File: config.mk
export PLATFORM = sky130hd
export DESIGN_NAME = mem_arbiter_4core_flat
export DESIGN_NICKNAME = d
export VERILOG_FILES = /design/src/rtl/mem_arbiter_4core_if.sv /design/src/rtl/mem_arbiter_4core.sv /design/src/flat_wrapper.sv
export SDC_FILE = /design/constraint.sdc
export NUM_CORES = 1
export LEC_CHECK = 0
export ABC_CLOCK_PERIOD_IN_PS = 2200
export CAP_MARGIN = 25
export CORE_MARGIN = 2
export CORE_UTILIZATION = 39
export DETAILED_ROUTE_END_ITERATION = 10
export PLACE_DENSITY = 0.9
export SYNTH_ARGS = -nofsm -noshare
export SYNTH_HDL_FRONTEND = slang
export SYNTH_SLANG_ARGS = --single-unit
export TNS_END_PERCENT = 30
File: constraint.sdc
create_clock -name clk -period 2.2 [get_ports clk]
set_input_delay 0.22 -clock clk [delete_from_list [all_inputs] [get_ports clk]]
set_output_delay 0.22 -clock clk [all_outputs]
set_load 0.01 [all_outputs]
File: src/rtl/mem_arbiter_4core_if.sv
// Bus bundle between the four cores, the arbiter and the shared RAM port.
// The slave modport is the arbiter's view and the master modport is the view
// of the environment that drives requests and supplies RAM read data.
interface mem_arbiter_4core_if #(
    parameter int ADDR_W = 16,
    parameter int DATA_W = 16
);
    logic [3:0]          req;
    logic [3:0]          req_we;
    logic [3:0]          req_fetch;
    logic [4*ADDR_W-1:0] req_addr;
    logic [4*DATA_W-1:0] req_wdata;
    logic [3:0]          ack;
    logic [DATA_W-1:0]   rdata;
    logic [ADDR_W-1:0]   mem_addr;
    logic [DATA_W-1:0]   mem_wdata;
    logic                mem_we;
    logic [DATA_W-1:0]   mem_rdata;

    modport slave (
        input  req, req_we, req_fetch, req_addr, req_wdata, mem_rdata,
        output ack, rdata, mem_addr, mem_wdata, mem_we
    );

    modport master (
        output req, req_we, req_fetch, req_addr, req_wdata, mem_rdata,
        input  ack, rdata, mem_addr, mem_wdata, mem_we
    );
endinterface

File: src/rtl/mem_arbiter_4core.sv
// Round-robin arbiter sharing one RAM port between four cores. Each access
// takes IDLE -> ACCESS -> DONE, with ack pulsed during DONE. A fetch that
// returns the halt word latches that core's sticky halted flag, and halted
// cores are excluded from arbitration.
module mem_arbiter_4core #(
    parameter int              ADDR_W    = 16,
    parameter int              DATA_W    = 16,
    parameter logic [DATA_W-1:0] HALT_WORD = 16'hFFFF
) (
    input  logic                 clk,
    input  logic                 rst_n,
    mem_arbiter_4core_if.slave   bus,
    input  logic                 halt_clr,
    output logic [1:0]           grant_id,
    output logic                 busy,
    output logic [3:0]           halted,
    output logic                 all_halted
);

    typedef enum logic [1:0] {
        IDLE   = 2'd0,
        ACCESS = 2'd1,
        DONE   = 2'd2
    } state_t;

    state_t     state;
    logic [1:0] rr_ptr;
    logic       write_op;
    logic       fetch_op;
    logic [3:0] eligible;
    logic [1:0] winner;
    logic [1:0] idx;
    logic       found;
    logic [3:0] halted_next;

    // Pick the first eligible core scanning upward from the round-robin pointer.
    always_comb begin
        eligible = bus.req & ~halted;
        winner   = rr_ptr;
        idx      = '0;
        found    = 1'b0;
        for (int k = 0; k < 4; k++) begin
            idx = rr_ptr + 2'(k);
            if (!found && eligible[idx]) begin
                winner = idx;
                found  = 1'b1;
            end
        end
    end

    // Next halt flags: clear first so a halt detected in DONE on the same edge wins.
    always_comb begin
        halted_next = halted;
        if (halt_clr) begin
            halted_next = '0;
        end
        if (state == DONE && fetch_op && !write_op && bus.rdata == HALT_WORD) begin
            halted_next[grant_id] = 1'b1;
        end
    end

    // Arbitration FSM with every output registered; reset aborts any access in flight.
    always_ff @(posedge clk or negedge rst_n) begin
        if (!rst_n) begin
            state         <= IDLE;
            rr_ptr        <= '0;
            write_op      <= 1'b0;
            fetch_op      <= 1'b0;
            bus.mem_addr  <= '0;
            bus.mem_wdata <= '0;
            bus.mem_we    <= 1'b0;
            bus.ack       <= '0;
            bus.rdata     <= '0;
            grant_id      <= '0;
            busy          <= 1'b0;
            halted        <= '0;
            all_halted    <= 1'b0;
        end else begin
            halted     <= halted_next;
            all_halted <= &halted_next;
            bus.ack    <= '0;
            case (state)
                IDLE: begin
                    if (|eligible) begin
                        grant_id      <= winner;
                        bus.mem_addr  <= bus.req_addr[winner*ADDR_W +: ADDR_W];
                        bus.mem_wdata <= bus.req_wdata[winner*DATA_W +: DATA_W];
                        bus.mem_we    <= bus.req_we[winner];
                        write_op      <= bus.req_we[winner];
                        fetch_op      <= bus.req_fetch[winner];
                        busy          <= 1'b1;
                        state         <= ACCESS;
                    end
                end
                ACCESS: begin
                    if (!write_op) begin
                        bus.rdata <= bus.mem_rdata;
                    end
                    bus.mem_we <= 1'b0;
                    bus.ack    <= 4'b0001 << grant_id;
                    state      <= DONE;
                end
                DONE: begin
                    rr_ptr <= grant_id + 2'd1;
                    busy   <= 1'b0;
                    state  <= IDLE;
                end
                default: begin
                    state <= IDLE;
                end
            endcase
        end
    end

endmodule
File: src/flat_wrapper.sv
// flat-port wrapper written by rule: the top's interface ports become plain ports
module mem_arbiter_4core_flat 
#(
    parameter int              ADDR_W    = 16,
    parameter int              DATA_W    = 16,
    parameter logic [DATA_W-1:0] HALT_WORD = 16'hFFFF
)
  (clk, rst_n, halt_clr, grant_id, busy, halted, all_halted, bus_req, bus_req_we, bus_req_fetch, bus_req_addr, bus_req_wdata, bus_mem_rdata, bus_ack, bus_rdata, bus_mem_addr, bus_mem_wdata, bus_mem_we);
  mem_arbiter_4core_if #(.ADDR_W(ADDR_W), .DATA_W(DATA_W)) bus_i ();
  input  logic clk;
  input  logic rst_n;
  input  logic halt_clr;
  output logic [1:0] grant_id;
  output logic busy;
  output logic [3:0] halted;
  output logic all_halted;
  input wire logic [$bits(bus_i.req)-1:0] bus_req;
  input wire logic [$bits(bus_i.req_we)-1:0] bus_req_we;
  input wire logic [$bits(bus_i.req_fetch)-1:0] bus_req_fetch;
  input wire logic [$bits(bus_i.req_addr)-1:0] bus_req_addr;
  input wire logic [$bits(bus_i.req_wdata)-1:0] bus_req_wdata;
  input wire logic [$bits(bus_i.mem_rdata)-1:0] bus_mem_rdata;
  output wire logic [$bits(bus_i.ack)-1:0] bus_ack;
  output wire logic [$bits(bus_i.rdata)-1:0] bus_rdata;
  output wire logic [$bits(bus_i.mem_addr)-1:0] bus_mem_addr;
  output wire logic [$bits(bus_i.mem_wdata)-1:0] bus_mem_wdata;
  output wire logic [$bits(bus_i.mem_we)-1:0] bus_mem_we;
  assign bus_i.req = bus_req;
  assign bus_i.req_we = bus_req_we;
  assign bus_i.req_fetch = bus_req_fetch;
  assign bus_i.req_addr = bus_req_addr;
  assign bus_i.req_wdata = bus_req_wdata;
  assign bus_i.mem_rdata = bus_mem_rdata;
  assign bus_ack = bus_i.ack;
  assign bus_rdata = bus_i.rdata;
  assign bus_mem_addr = bus_i.mem_addr;
  assign bus_mem_wdata = bus_i.mem_wdata;
  assign bus_mem_we = bus_i.mem_we;
  mem_arbiter_4core #(.ADDR_W(ADDR_W), .DATA_W(DATA_W), .HALT_WORD(HALT_WORD)) u_core (.clk(clk), .rst_n(rst_n), .bus(bus_i), .halt_clr(halt_clr), .grant_id(grant_id), .busy(busy), .halted(halted), .all_halted(all_halted));
endmodule
Word level (Yosys, flattened, before mapping)
Index checks and enable logic that the tools add are counted.
Widths: inputs -> output; s select.
- register bits: 67
- input bits: 159
- output and inout port bits: 61
- logic and storage cells: 84
- add/sub/neg operators: 4
- magnitude comparators: 7
- equality and inequality tests: 4
- shifts and indexed selects: 3
- muxes and demuxes: 29
- bitwise operators: 4
- reductions and logical operators: 20
- operators by type and width (operator ; count):
    $shiftx 64x7->16 ; 2
    $lt 2x3->1 const B ; 6
    $eq 16x16->1 const B ; 1
    $bmux 1 s2 ; 6
    $mux 1 ; 12
    $mux 4 ; 3
    $mux 2 ; 4
    $reduce_and 2->1 ; 4
    $logic_and 1x1->1 ; 7
    $add 2x1->2 const B ; 2
    $add 2x2->2 const B ; 2
    $and 4x4->4 ; 1
    $logic_not 1->1 ; 4
    $not 4->4 ; 1
    $or 4x4->4 ; 1
    $pmux 1 s2 ; 2
    $pmux 2 s2 ; 1
    $reduce_and 4->1 ; 1
    $reduce_bool 2->1 ; 2
    $reduce_or 4->1 ; 1
    $shl 1x2->4 const A ; 1
    $demux 1 s2 ; 1
    $eq 2x1->1 const B ; 1
    $eq 2x2->1 const B ; 1
    4 further kinds ; 4

Longest topological paths before layout
- word-level depth: 18
- depth in mapped cells: 9
- gate-level depth less buffers: 6

Worst setup path before layout
Ideal clock, no wire load.
- path kind: register to register
- start point: register u_core.halted[2]
- end point: register u_core.bus.mem_addr[15]
- setup time: 94 ps
- arrival: 1662 ps
- required time: 2106 ps
- setup slack: 444 ps
- stages on the path, launching flop included: 10
- path buffers: 3
- clock period less this slack: 1756 ps
- cell sequence: dfrtp_1 nand2b_4 a21oi_1 nor2_1 o211a_1 buf_6 buf_12 buf_12 mux2i_1 a221oi_2
- word-level cells in the longest chain between the ends: 15
- elaborated cells between the ends (all ways): 25
- those cells by class: 1 x shift; 14 x mux; 2 x bitwise; 8 x reduce/logical
- RTL lines (element ; RTL line ; source):
    from (decl) ; mem_arbiter_4core.sv:16 ; output logic [3:0] halted,
    from (signal assigned) ; mem_arbiter_4core.sv:79 ; halted <= halted_next;
    $not 4->4 (*) ; mem_arbiter_4core.sv:38 ; eligible = bus.req & ~halted;
    $and 4x4->4 (*) ; mem_arbiter_4core.sv:38 ;
    $bmux 1 s2 ; mem_arbiter_4core.sv:44 ; if (!found && eligible[idx]) begin
    $mux 1 (not written as such) ; mem_arbiter_4core.sv:44 ;
    $mux 1 ; mem_arbiter_4core.sv:44 ;
    $logic_not 1->1 ; mem_arbiter_4core.sv:44 ;
    $logic_and 1x1->1 ; mem_arbiter_4core.sv:44 ;
    $mux 1 ; mem_arbiter_4core.sv:44 ;
    $logic_not 1->1 ; mem_arbiter_4core.sv:44 ;
    $logic_and 1x1->1 ; mem_arbiter_4core.sv:44 ;
    $mux 1 ; mem_arbiter_4core.sv:44 ;
    $logic_not 1->1 ; mem_arbiter_4core.sv:44 ;
    $logic_and 1x1->1 ; mem_arbiter_4core.sv:44 ;
    $mux 2 ; mem_arbiter_4core.sv:44 ;
    $shiftx 64x7->16 ; mem_arbiter_4core.sv:86 ; bus.mem_addr <= bus.req_addr[winner*ADDR_W +: ADDR_W];
    to (signal assigned) ; mem_arbiter_4core.sv:86 ;
    to (decl) ; mem_arbiter_4core_if.sv:22 ; output ack, rdata, mem_addr, mem_wdata, mem_we
Mark *: on every way between the ends. The rest lies on a longest branch, timed or not. The select of a mux whose other input is x is not followed.
A chain may end at the register's enable or synchronous reset.

Final worst setup path
- start point: register u_core.halted[3]
- end point: register u_core.bus.mem_addr[9]
The elaborated chain is that of the path after synthesis.

==> impl_metrics.toml <==
[synthesis]
synth-seq-cells = 67
synthAdderAreaFrac = 0.01311
syn-instance-count = 321
yosys_warnings = 0
ys.flop_type = "dfrtp_1"
synth.area.mux_share = 0.2267
synthXorXnorAreaFrac = 0
synth_top_family_by_area = "multiplexers"
synth-compound-area-share = 0.1720
avgSynthCellArea_um2 = 11.90
synth_edf_count = 0
yosysUniqueCellTypes = 43
syn_nets = 484
syn_area_um2 = 3819
synth-seq-area-share = 0.4391
synth-simple-area-share = 0.09666
async_reset_ff_frac = 1.000

[worst_setup_path]
crit_type = "register to register"
rr_startpoint = "u_core.halted[3]"
cp.buffers_inverters = 1
crit_chain = "nand2b_1, nand2_1, o31ai_4, a21oi_4, buf_12, a221oi_1"
crit_arrival_ns = 2.11
crit_fanout = 33
cp.required_ns = 2.42
crit_family = "compound AO/OA/AOI/OAI gates"
reg2regPathDepth = 6
critPathMaxStageDelay_ns = 0.46
reg2reg_to = "u_core.bus.mem_addr[9]"
cp-startpoint = "u_core.halted[3]"
ff2ff_setup_slack_ns = 0.31
start_kind = "register"
crit_end = "u_core.bus.mem_addr[9]"
slowest_stage = "dfrtp_1"
worstSetupPathDepth = 6
cp-end-kind = "register"

[min_path]
hold_path.class = "input port to async pin"

[place]
place_congestion = 0.7679
place_ws_ns = 0.08264
port_buffers = 219
place_hpwl_um = 9217

[die]
core_um2 = 9639
num_io_pins = 220
die-width_um = 103.0
die_area_um2 = 10600
start_util = 0.3962
rows = 36
die_h_um = 103.0

[sta]
drv_slew = 0
whs_ns = 0.4074
rsz0062_at_grt = "false"
hold_violations = 0
period_minus_slack_ns = 1.886
setup_slack_ns = 0.3143
maxSlewHeadroom = 0.6321
min_period_over_period = 0.8571
tightest_slew_ns = 0.5519
finalSetupViolCount = 0
fmax_mhz = 530.3
tns_ns = 0
fin_skew_ns = 0.009019

[global_route]
grt_max_degree = 35
grt_use_total = 0.2174
antenna_found_initial = 0
grt_pass1_vias = 3585
grt_pass1_wl_um = 17740
grt.overflow.total = 0

[detailed_routing]
drt_iter0_drc = 88
drt-wirelength-per-cell_um = 17.17
vias_per_cell = 5.050
drcViolationCount = 0
dr.pass1.iters = 4
antenna_left = 0
drt_wl_total_um = 11670
vias = 3434

[layout]
drive_above_1_share = 0.1280
n_antenna_cell = 0
nets = 705
syn2layout_area_growth_pct = 66.45
final_util = 0.6594

[clock_network]
insertion_delay_ns = 0.34
cts_tree = "built"
h-tree-depth = 3
numCtsBuffers = 9
clk_pin_slew_ns = 0.08
root_buffer = "clkbuf_8"
cts_sinks = 67
ctsLongestPathBuffers = 2
cts.repair.resized = 0

[power_and_ir_drop]
leakage_nw = 2.620
powerDensity_nw_per_um2 = 1183
fin_total_pwr_w = 0.007517
irDropWorstVdd_v = 0.0006681

[status]
status = "finished, final reports clean"

[run]
maxCapViolCount = 0
## repair_timing
item / CTS / global route
hold endpoints to repair: 23 / 0
buffers inserted: 0 / 0
hold buffers: 1 / 0
## through the flow
step / area (um2) / cells
floorplan: 3819 / 321
global placement: 6157 / 663
detailed placement: 6157 / 663
CTS: 6356 / 680
global route: 6356 / 680
finish: 6356 / 680
## routing by layer
| metal | part of all wire | track usage | vias to the layer above |
|---|---|---|---|
| li1 | - | - | 1631 |
| met1 | 0.38 | 0.2515 | 1642 |
| met2 | 0.53 | 0.3916 | 140 |
| met3 | 0.070 | 0.05763 | 21 |
| met4 | 0.019 | 0.06781 | 0 |
| met5 | 0 | 0 | - |
## synthesized netlist by cell type, types with 2 or more instances
| master | n | share of area |
|---|---|---|
| o21bai_1 | 2 | 0.0039 |
| o21ai_0 | 3 | 0.0039 |
| buf_6 | 4 | 0.012 |
| buf_12 | 2 | 0.010 |
| buf_2 | 11 | 0.014 |
| nor2_1 | 40 | 0.039 |
| nor2b_1 | 2 | 0.0033 |
| dfrtp_1 | 67 | 0.44 |
| nand2_1 | 15 | 0.015 |
| clkbuf_1 | 2 | 0.0020 |
| nand4_1 | 4 | 0.0066 |
| a221oi_1 | 3 | 0.0069 |
| inv_1 | 9 | 0.0088 |
| mux2_1 | 15 | 0.044 |
| o21ai_1 | 2 | 0.0026 |
| o22ai_1 | 3 | 0.0049 |
| o211a_1 | 2 | 0.0052 |
| mux2i_1 | 67 | 0.18 |
| a21oi_1 | 5 | 0.0066 |
| buf_4 | 2 | 0.0039 |
| ha_1 | 4 | 0.013 |
| a221oi_2 | 30 | 0.12 |
| nand2b_4 | 2 | 0.0072 |
| nand2b_1 | 6 | 0.0098 |
## sequential cells by signal, summed over array words and instances, names as in the netlist
| register | cells |
|---|---|
| u_core.halted | 4 |
| u_core.busy | 1 |
| u_core.bus.mem_we | 1 |
| u_core.all_halted | 1 |
| u_core.bus.mem_addr | 16 |
| u_core.grant_id | 2 |
| u_core.bus.mem_wdata | 16 |
| u_core.rr_ptr | 2 |
| u_core.fetch_op | 1 |
| u_core.bus.rdata | 16 |
| u_core.write_op | 1 |
| u_core.bus.ack | 4 |
| u_core.state | 2 |
## power breakdown
group	internal [W]	total (W)	switching [W]	leakage, nW
Sequential	0.00180	0.00218	0.000374	0.785
Clock	0.000473	0.000970	0.000497	0.0915
Combinational	0.00234	0.00437	0.00203	1.74
## layout make-up
cell class / instances / area [um2]
clock buffer: 11 / 151.4
tap: 133 / 166.4
inverter: 10 / 37.54
clock inverter: 5 / 37.54
sequential: 67 / 1677
multi-input combinational: 223 / 1957
timing repair buffer: 231 / 2330
fill: 772 / 3283
## worst min path at each step
stage | to | cells after the start | from
final | u_core.bus.rdata[15] | 2 | rst_n
after global routing | u_core.bus.rdata[7] | 3 | bus_mem_rdata[7]
after CTS | u_core.bus.rdata[15] | 2 | rst_n
after detailed placement | u_core.bus.rdata[15] | 1 | rst_n
after global placement | u_core.bus.rdata[14] | 1 | rst_n
after floorplan | u_core.all_halted | 0 | rst_n
## worst reg2reg max path: stages, from the launching register on
cell	delay [ns]
dfrtp_1	0.46
nand2b_1	0.16
nand2_1	0.16
o31ai_4	0.39
a21oi_4	0.06
buf_12	0.20
a221oi_1	0.35
## cells by family after synthesis
logic type / count (synthesis)
buffers and inverters: 31
AO/OA/AOI/OAI: 58
AND/OR/NAND/NOR: 77
multiplexers: 84
adder cells (fa/ha/maj): 4
flip-flops: 67
## cell usage in the layout, fill, tap and decap left out, types with 2 or more instances in the layout
cell / netlist / layout
clkdlybuf4s50_1: 0 / 218
mux2i_1: 67 / 67
dfrtp_1: 67 / 67
nor2_1: 40 / 40
a221oi_2: 30 / 30
nand2_1: 15 / 15
mux2_1: 15 / 15
clkbuf_8: 0 / 11
inv_1: 9 / 9
buf_4: 2 / 7
nand2b_1: 6 / 6
a21oi_1: 5 / 5
nand4_1: 4 / 4
ha_1: 4 / 4
buf_12: 2 / 4
o22ai_1: 3 / 3
o21ai_0: 3 / 3
a221oi_1: 3 / 3
nor2b_1: 2 / 2
o21bai_1: 2 / 2
nand2b_4: 2 / 2
o21ai_1: 2 / 2
clkinv_4: 0 / 2
clkinvlp_4: 0 / 2
(Power assumes the default switching activity.)
